**config.mk**
```make
export PLATFORM = sky130hd
export DESIGN_NAME = padder_result_buffer_flat
export DESIGN_NICKNAME = d
export VERILOG_FILES = /design/src/rtl/padder_pkg.sv /design/src/rtl/padder_result_buffer_if.sv /design/src/rtl/padder_result_fifo.sv /design/src/rtl/padder_result_buffer.sv /design/src/flat_wrapper.sv
export SDC_FILE = /design/constraint.sdc
export NUM_CORES = 1
export LEC_CHECK = 0
export ABC_AREA = 1
export CAP_MARGIN = 20
export CELL_PAD_IN_SITES_DETAIL_PLACEMENT = 1
export CELL_PAD_IN_SITES_GLOBAL_PLACEMENT = 2
export CORE_MARGIN = 4
export CORE_UTILIZATION = 38
export CTS_BUF_LIST = sky130_fd_sc_hd__clkbuf_16
export CTS_CLUSTER_SIZE = 20
export DETAILED_ROUTE_END_ITERATION = 7
export HOLD_SLACK_MARGIN = 0.02
export PLACE_DENSITY = 0.71
export SLEW_MARGIN = 30
export SYNTH_ARGS = -nofsm -noshare
export SYNTH_HDL_FRONTEND = slang
export SYNTH_SLANG_ARGS = --single-unit
```
**constraint.sdc**
```tcl
create_clock -name Clock -period 3.98 [get_ports Clock]
set_clock_uncertainty 0.2 [all_clocks]
set_input_delay 0.597 -clock Clock [delete_from_list [all_inputs] [get_ports Clock]]
set_output_delay 0.597 -clock Clock [all_outputs]
set_load 0.02 [all_outputs]
```
**src/rtl/padder_pkg.sv**
```systemverilog
// Shared types and constants for the pipelined-adder result buffer.
package padder_pkg;

   localparam int unsigned PADDER_LATENCY = 4;
   localparam int unsigned PADDER_DEPTH   = 8;
   localparam int unsigned PADDER_WIDTH   = 32;

   typedef struct packed {
      logic                    carry;
      logic [PADDER_WIDTH-1:0] sum;
   } padder_result_t;

   // Width needed to hold values 0..max_val.
   function automatic int unsigned count_width(input int unsigned max_val);
      return (max_val < 2) ? 1 : $clog2(max_val + 1);
   endfunction

endpackage

```
**src/rtl/padder_result_buffer_if.sv**
```systemverilog
// Issue/capture/delivery handshake between upstream, adder outputs, downstream and the buffer.
interface padder_result_buffer_if;
   import padder_pkg::*;

   logic                    in_issue;
   logic [PADDER_WIDTH-1:0] S;
   logic                    CO;
   logic                    issue_ok;
   logic                    out_valid;
   logic [PADDER_WIDTH-1:0] out_sum;
   logic                    out_carry;
   logic                    out_ready;
   logic                    err;

   modport master (
      output in_issue,
      output S,
      output CO,
      output out_ready,
      input  issue_ok,
      input  out_valid,
      input  out_sum,
      input  out_carry,
      input  err
   );

   modport slave (
      input  in_issue,
      input  S,
      input  CO,
      input  out_ready,
      output issue_ok,
      output out_valid,
      output out_sum,
      output out_carry,
      output err
   );

endinterface

```
**src/rtl/padder_result_fifo.sv**
```systemverilog
// Synchronous FIFO of adder results with first-word fall-through head and occupancy count.
module padder_result_fifo
   import padder_pkg::*;
#(
   parameter int unsigned DEPTH = PADDER_DEPTH
) (
   input  logic                   clk_i,
   input  logic                   rst_i,
   input  logic                   push_i,
   input  padder_result_t         data_i,
   input  logic                   pop_i,
   output padder_result_t         data_o,
   output logic                   empty_o,
   output logic                   overflow_o,
   output logic [$clog2(DEPTH):0] count_o
);

   localparam int unsigned PtrW = $clog2(DEPTH);
   localparam int unsigned CntW = PtrW + 1;

   padder_result_t  mem_q [DEPTH];
   logic [PtrW-1:0] wr_ptr_q, wr_ptr_d;
   logic [PtrW-1:0] rd_ptr_q, rd_ptr_d;
   logic [CntW-1:0] count_q, count_d;
   logic            full;
   logic            do_push;
   logic            do_pop;

   assign empty_o = (count_q == '0);
   assign full    = (count_q == CntW'(DEPTH));
   assign do_pop  = pop_i && !empty_o;
   // A pop frees the head slot in the same cycle, so a full FIFO still accepts a push.
   assign do_push    = push_i && (!full || do_pop);
   assign overflow_o = push_i && full && !do_pop;

   always_comb begin
      wr_ptr_d = wr_ptr_q;
      rd_ptr_d = rd_ptr_q;
      count_d  = count_q;
      if (do_push) begin
         wr_ptr_d = wr_ptr_q + PtrW'(1);
      end
      if (do_pop) begin
         rd_ptr_d = rd_ptr_q + PtrW'(1);
      end
      unique case ({do_push, do_pop})
         2'b10:   count_d = count_q + CntW'(1);
         2'b01:   count_d = count_q - CntW'(1);
         default: count_d = count_q;
      endcase
   end

   always_ff @(posedge clk_i) begin
      if (rst_i) begin
         wr_ptr_q <= '0;
         rd_ptr_q <= '0;
         count_q  <= '0;
      end else begin
         wr_ptr_q <= wr_ptr_d;
         rd_ptr_q <= rd_ptr_d;
         count_q  <= count_d;
      end
   end

   always_ff @(posedge clk_i) begin
      if (do_push) begin
         mem_q[wr_ptr_q] <= data_i;
      end
   end

   // Stale storage is masked so the head reads zero whenever nothing is buffered.
   assign data_o  = empty_o ? '0 : mem_q[rd_ptr_q];
   assign count_o = count_q;

endmodule

```
**src/rtl/padder_result_buffer.sv**
```systemverilog
// Credit-controlled result buffer behind a fixed-latency pipelined adder.
// Optional PADDER_RESULT_STATS_EN adds result_count/carry_count pop statistics.
module padder_result_buffer
   import padder_pkg::*;
#(
   parameter int unsigned LATENCY = PADDER_LATENCY,
   parameter int unsigned DEPTH   = PADDER_DEPTH
) (
   input logic                   Clock,
   input logic                   Reset,
   padder_result_buffer_if.slave bus
`ifdef PADDER_RESULT_STATS_EN
   ,
   output logic [31:0]           result_count,
   output logic [31:0]           carry_count
`endif
);

   localparam int unsigned CntW = $clog2(DEPTH) + 1;
   localparam int unsigned SumW = count_width(LATENCY + DEPTH);

   logic [LATENCY-1:0] tag_q, tag_d;
   logic [SumW-1:0]    inflight;
   logic [SumW-1:0]    credit_used;
   logic [CntW-1:0]    occupancy;
   logic               capture;
   logic               pop;
   logic               overflow;
   logic               fifo_empty;
   logic               issue_ok;
   logic               err_q, err_d;
   padder_result_t     push_data;
   padder_result_t     head;

   // Tags keep marching even for illegal issues so their results are still captured.
   always_comb begin
      tag_d    = tag_q << 1;
      tag_d[0] = bus.in_issue;
   end

   always_comb begin
      inflight = '0;
      for (int unsigned i = 0; i < LATENCY; i++) begin
         inflight = inflight + SumW'(tag_q[i]);
      end
   end

   assign credit_used = inflight + SumW'(occupancy);
   assign issue_ok    = (credit_used < SumW'(DEPTH));

   assign capture   = tag_q[LATENCY-1];
   assign push_data = '{carry: bus.CO, sum: bus.S};
   assign pop       = !fifo_empty && bus.out_ready;

   padder_result_fifo #(
      .DEPTH (DEPTH)
   ) u_fifo (
      .clk_i      (Clock),
      .rst_i      (Reset),
      .push_i     (capture),
      .data_i     (push_data),
      .pop_i      (pop),
      .data_o     (head),
      .empty_o    (fifo_empty),
      .overflow_o (overflow),
      .count_o    (occupancy)
   );

   assign err_d = err_q | (bus.in_issue & ~issue_ok) | overflow;

   always_ff @(posedge Clock) begin
      if (Reset) begin
         tag_q <= '0;
         err_q <= 1'b0;
      end else begin
         tag_q <= tag_d;
         err_q <= err_d;
      end
   end

   assign bus.issue_ok  = issue_ok;
   assign bus.out_valid = !fifo_empty;
   assign bus.out_sum   = head.sum;
   assign bus.out_carry = head.carry;
   assign bus.err       = err_q;

`ifdef PADDER_RESULT_STATS_EN
   logic [31:0] result_count_q, result_count_d;
   logic [31:0] carry_count_q, carry_count_d;

   always_comb begin
      result_count_d = result_count_q;
      carry_count_d  = carry_count_q;
      if (pop) begin
         result_count_d = result_count_q + 32'd1;
         if (head.carry) begin
            carry_count_d = carry_count_q + 32'd1;
         end
      end
   end

   always_ff @(posedge Clock) begin
      if (Reset) begin
         result_count_q <= '0;
         carry_count_q  <= '0;
      end else begin
         result_count_q <= result_count_d;
         carry_count_q  <= carry_count_d;
      end
   end

   assign result_count = result_count_q;
   assign carry_count  = carry_count_q;
`endif

endmodule

```
**src/flat_wrapper.sv**
```systemverilog
// flat-port wrapper written by rule: the top's interface ports become plain ports
module padder_result_buffer_flat import padder_pkg::*;
#(
   parameter int unsigned LATENCY = PADDER_LATENCY,
   parameter int unsigned DEPTH   = PADDER_DEPTH
)
  (Clock, Reset, bus_in_issue, bus_S, bus_CO, bus_out_ready, bus_issue_ok, bus_out_valid, bus_out_sum, bus_out_carry, bus_err);
  padder_result_buffer_if bus_i ();
  input logic Clock;
  input logic Reset;
  input wire logic [$bits(bus_i.in_issue)-1:0] bus_in_issue;
  input wire logic [$bits(bus_i.S)-1:0] bus_S;
  input wire logic [$bits(bus_i.CO)-1:0] bus_CO;
  input wire logic [$bits(bus_i.out_ready)-1:0] bus_out_ready;
  output wire logic [$bits(bus_i.issue_ok)-1:0] bus_issue_ok;
  output wire logic [$bits(bus_i.out_valid)-1:0] bus_out_valid;
  output wire logic [$bits(bus_i.out_sum)-1:0] bus_out_sum;
  output wire logic [$bits(bus_i.out_carry)-1:0] bus_out_carry;
  output wire logic [$bits(bus_i.err)-1:0] bus_err;
  assign bus_i.in_issue = bus_in_issue;
  assign bus_i.S = bus_S;
  assign bus_i.CO = bus_CO;
  assign bus_i.out_ready = bus_out_ready;
  assign bus_issue_ok = bus_i.issue_ok;
  assign bus_out_valid = bus_i.out_valid;
  assign bus_out_sum = bus_i.out_sum;
  assign bus_out_carry = bus_i.out_carry;
  assign bus_err = bus_i.err;
  padder_result_buffer #(.LATENCY(LATENCY), .DEPTH(DEPTH)) u_core (.Clock(Clock), .Reset(Reset), .bus(bus_i));
endmodule
```
==> results of run 1 <==
flip-flops by register name, summed over array words and instances (netlist names), named ones only:
signal and count:
u_core.u_fifo.mem_q 264, u_core.tag_q 4, u_core.u_fifo.count_o 4, u_core.u_fifo.rd_ptr_q 3, u_core.u_fifo.wr_ptr_q 3, u_core.bus.err 1
Yosys cell counts:
library cell | n | share of area (%)
edfxtp_1 | 264 | 71
nor2_1 | 254 | 8.5
o21ai_0 | 105 | 4.7
nand2_1 | 54 | 1.8
o21ai_1 | 36 | 1.6
o211ai_1 | 33 | 2.2
o22ai_1 | 33 | 1.8
clkbuf_1 | 25 | 0.84
inv_1 | 22 | 0.74
dfxtp_1 | 18 | 3.2
buf_2 | 11 | 0.49
a21oi_1 | 9 | 0.40
ha_1 | 9 | 1.0
buf_1 | 7 | 0.23
buf_6 | 6 | 0.60
nand3_1 | 5 | 0.22
buf_4 | 4 | 0.27
xnor2_1 | 2 | 0.16
and3_1 | 1 | 0.056
fa_1 | 1 | 0.18
inv_2 | 1 | 0.033
nand3_2 | 1 | 0.089
nand4_1 | 1 | 0.056
or2_2 | 1 | 0.056
xor2_1 | 1 | 0.078
how the worst max path moves through the flow:
stage	endpoint	slack, ns	cells past startpoint
after global placement	bus_out_sum[31]	0.71	6
after global routing	bus_out_sum[31]	0.03	7
final	bus_out_sum[31]	0.22	7
after detailed placement	u_core.u_fifo.mem_q[4][27]	0.69	7
after floorplan	u_core.u_fifo.mem_q[0][0]	0.77	5
after CTS	bus_out_sum[31]	0.04	6
logic make-up (layout without fill, tap and decap cells):
kind of cell	Yosys count	after routing	synth area share (%)
flops	282	282	73.9
xor+xnor	3	3	0.234
compound gates	216	216	10.7
buf+inv	76	171	3.20
simple gates	317	317	10.8
fa+ha+maj	10	10	1.18
through the flow:
stage	area [um2]	total power, W	hold slack, ns
after floorplan	11200	0.00528	0.203
after CTS	13400	0.00911	0.231
after global placement	12500	0.00647	0.216
after global routing	13400	0.00955	0.266
after detailed placement	12500	0.00650	0.224
final	13400	0.00898	0.226
layer usage:
layer | up-vias | global-route usage (%) | wire length, um
li1 | 3388 | - | -
met4 | 2 | 3.20 | 403
met2 | 110 | 27.9 | 13100
met3 | 34 | 2.79 | 920
met5 | - | 0 | 13
met1 | 3568 | 23.0 | 12800
where the power goes:
| group | internal [W] | total, W | switching, W |
|---|---|---|---|
| logic | 0.00112 | 0.00301 | 0.00190 |
| clock network | 0.00149 | 0.00258 | 0.00109 |
| registers | 0.00329 | 0.00339 | 0.0000964 |
layout make-up:
| class | instances | area (um2) | area share, % |
|---|---|---|---|
| inverters | 23 | 88.8 | 0.662 |
| flip-flops and latches | 282 | 8290 | 61.8 |
| clock buffers | 30 | 751 | 5.59 |
| clock inverters | 26 | 166 | 1.24 |
| multi-input cells | 546 | 2640 | 19.6 |
| repair buffers | 92 | 1000 | 7.48 |
| well taps | 384 | 480 | 3.58 |
timing repair:
action | in CTS | in global routing
hold buffers | 0 | 0
endpoints found under the setup margin | 0 | 4
gates resized for setup | 0 | 3
worst max-delay path, stage by stage (launching register included):
cell and delay, ns:
dfxtp_4 0.47, inv_4 0.29, buf_12 0.32, nor2_1 0.08, o22ai_1 0.23, nor2_1 0.10, nor2_2 0.24, clkdlybuf4s50_1 0.65
==> impl_metrics.ini, run 1 <==
[setup_path]
rr_startpoint = u_core.u_fifo.count_o[0]
r2r_setup_slack_ns = 0.97
required_ns = 3.18
worstSetupPathType = reg -> out
crit_path_start_kind = register
r2r_end = u_core.u_fifo.count_o[2]
endpoint_kind = primary output
cp_max_fo = 70
arrival_ns = 2.96
r2r_cells = 13

[clocking]
cts_root_buf = clkbuf_16
insertion_delay_ns = 0.55
cts.sinks = 282
clk_path_buf_depth = 3
cts_tree = yes
cts_buffers = 30
ctsHtreeMaxLevel = 1
clkTransAtPathRegs_ns = 0.06
post-cts-setup-buffer-count = 0

[synthesis]
ys_warn_count = 0
synth_cell_type_count = 25
synthesis.area_um2 = 11200
ys_seq_elements = 282
avgSynthCellArea_um2 = 12.4
synth_seq_area_share_pct = 73.9
synthesis.nets = 951
syn_inst = 904

[finish]
final_util_pct = 46.4
antenna_cells = 0
areaGrowthSynthToFinish_pct = 19.6
final_cell_mix = edfxtp_1, nor2_1, o21ai_0
fin_cells = 1383
n_fill_cell = 2984
fin_nets = 1022
final_common_cell = edfxtp_1
drive_gt1_share_pct = 7.11

[global_routing]
gr-total-overflow = 0
grt_pass1_wl_mm = 43.1
grt_max_degree = 71
antenna_found_initial = 1
grtUsageTotal_pct = 16.6
grt_pass1_vias = 7531

[die]
initial_core_util_pct = 38.8
fp-row-count = 62
core_area_um2 = 28900
die_h_um = 180
ios = 73
die_width_um = 180
die-area_um2 = 32300

[timing]
hold_viol = 0
finalWorstSetupSlack_ns = 0.224
min_period_ns = 3.76
fin_tns_setup_ns = 0
finalSetupViolations = 0
tightest_slew_ns = 0.735
fmax_ghz = 0.266
slew_headroom_pct = 50.9
fin_crit_sh_pct = 94.4
slew_viol_final = 0
rsz0062_at_grt = false

[placement]
gp_congestion = 0.707
place_hpwl_mm = 15.8
post-place-ws_ns = 0.693
port-buffer-count = 72
dp.cells = 1327

[worst_hold_path]
hold_path_end = u_core.tag_q[3]
hp-start = u_core.tag_q[2]
hp-class = reg -> reg
whs_path_depth = 2

[status]
status = complete, no violations

[power_and_ir_drop]
p_leak_nw = 4.58
power_density_nw_per_um2 = 669
peakVddDrop_mv = 0.362

[detailed_routing]
drc = 0
totalWireLength_mm = 27.2
dr.pass1.iters = 4
antenna_left = 0
wl_per_cell_um = 19.7
drt-initial-drc-count = 438
vias_per_cell = 5.14
vias = 7102

[flow_run]
drv_cap = 0
Note: power is estimated with default switching activity, not from simulation.
==> run 2: changes to the inputs <==
- CORE_ASPECT_RATIO: default -> 0.5
==> impl_metrics.ini, run 2 (synthesized netlist as in run 1, its figures left out) <==
[worst_hold_path]
hp-start = u_core.tag_q[0]
hp-class = reg -> reg
whs_path_depth = 2

[clocking]
cts.sinks = 282
post_cts_resized = 0
hold_buffers = 0
post-cts-setup-buffer-count = 0
insertion_delay_ns = 0.53
clk_path_buf_depth = 3
ctsHtreeMaxLevel = 1
cts_tree = yes
cts_root_buf = clkbuf_16
clkTransAtPathRegs_ns = 0.06
cts_buffers = 27

[global_routing]
grt_pass1_vias = 7644
gr-total-overflow = 0
grt_max_degree = 133
grt_use_met1_pct = 24.3
grtUsageMet2_pct = 28.3
use_met3_pct = 3.57
grt_busiest_layer = met2
grt_pass1_wl_mm = 43.7
antenna_found_initial = 0
grtUsageTotal_pct = 17.2

[finish]
final_common_cell = edfxtp_1
final_cell_mix = edfxtp_1, nor2_1, o21ai_0
n_fill_cell = 2995
drive_gt1_share_pct = 7.75
largest_register_ffs = 264
largest_register = u_core.u_fifo.mem_q
antenna_cells = 0
final_util_pct = 46.0
stdcell_area_um2 = 13300
fin_nets = 1021
areaGrowthSynthToFinish_pct = 18.9

[setup_path]
cp_slowest_stage_delay_ns = 0.62
required_ns = 3.18
crit_path_start_kind = register
arrival_ns = 2.74
rr_startpoint = u_core.u_fifo.count_o[0]
cp_cell_sequence = buf_12 -> o21ai_0 -> o211ai_1 -> nand2_1 -> nor2_1 -> clkdlybuf4s50_1
r2r_cells = 13
cp_max_fo = 132
cp.buffers_inverters = 2
crit_cells = 6
r2r_setup_slack_ns = 1.00
endpoint_kind = primary output
critPathSlowestCell = clkdlybuf4s50_1
worstSetupPathType = reg -> out
critPathTopFamily = buffers and inverters

[detailed_routing]
drc = 0
wl_per_cell_um = 20.2
dr.pass1.iters = 4
vias = 7176
totalWireLength_mm = 28.0
vias_per_cell = 5.18
antenna_left = 0
drt-initial-drc-count = 505

[power_and_ir_drop]
peakVddDrop_mv = 0.343
switching_share_pct = 34.7
seq_power_share_pct = 37.3
power_density_nw_per_um2 = 671
p_sw_w = 0.00311
p_leak_nw = 4.52
clkPwrFrac_pct = 28.4
total_power_w = 0.00896
power.internal_w = 0.00585
p_comb_share_pct = 34.3

[die]
fp-row-count = 44
core_area_um2 = 29000
initial_core_util_pct = 38.7
die-area_um2 = 32500
ios = 73
die_h_um = 130
die_width_um = 251

[timing]
fin_tns_setup_ns = 0
finalSetupViolations = 0
fin_crit_sh_pct = 88.9
slew_headroom_pct = 53.3
fmax_ghz = 0.282
whs_ns = 0.226
min_period_ns = 3.54
hold_viol = 0
rsz0062_at_grt = false
slew_viol_final = 0
tightest_slew_ns = 0.700

[placement]
placed_area_um2 = 12500
port-buffer-count = 72
place_hpwl_mm = 15.8
gp_congestion = 0.739

[status]
status = complete, no violations

[flow_run]
drv_cap = 0
[run 2: changes by cell type in the layout (fill, tap and decap cells not counted), moves of 2 or more]
cell / previous run / this run
clkinv_2: 3 / 6
inv_1: 34 / 26
buf_4: 8 / 15
clkbuf_16: 30 / 27
clkinv_1: 8 / 4
clkinvlp_4: 0 / 4
buf_6: 2 / 0
buf_12: 10 / 7
[run 2: worst paths after layout]
check / end
max: bus_out_sum[16]
min: u_core.tag_q[1]
max reg2reg: u_core.u_fifo.count_o[2]
min reg2reg: u_core.tag_q[1]
[run 2: cell type report]
cell class / instances / area, um2 / area share [%]
clock buffer: 27 / 676 / 5.06
clock inverter: 22 / 189 / 1.42
inverter: 23 / 88.8 / 0.666
multi-input combinational: 546 / 2630 / 19.7
sequential: 282 / 8290 / 62.2
tap: 391 / 489 / 3.67
timing repair buffer: 94 / 973 / 7.29
[run 2: tightest hold or removal path, cell delays in order (launching register included)]
cell	delay (ns)
dfxtp_1	0.31
inv_1	0.05
nor2_1	0.03
[run 2: layer usage]
| metal | vias to the layer above | share of wire, % |
|---|---|---|
| met5 | - | 0 |
| met4 | 0 | 1.6 |
| met3 | 33 | 4.3 |
| met2 | 92 | 46 |
| met1 | 3676 | 48 |
| li1 | 3375 | - |
[run 2: power groups by stage]
stage / Sequential, W / Combinational, W / Clock [W]
finish: 0.00334 / 0.00308 / 0.00254
global route: 0.00334 / 0.00343 / 0.00275
CTS: 0.00334 / 0.00314 / 0.00262
detailed placement: 0.00340 / 0.00312 / 0
global placement: 0.00340 / 0.00308 / 0
floorplan: 0.00338 / 0.00189 / 0
[run 2: stage by stage]
| stage | std cells | worst slack (ns) |
|---|---|---|
| floorplan | 904 | 0.774 |
| global placement | 1336 | 0.784 |
| detailed placement | 1336 | 0.720 |
| CTS | 1385 | 0.344 |
| global route | 1385 | 0.234 |
| finish | 1385 | 0.440 |
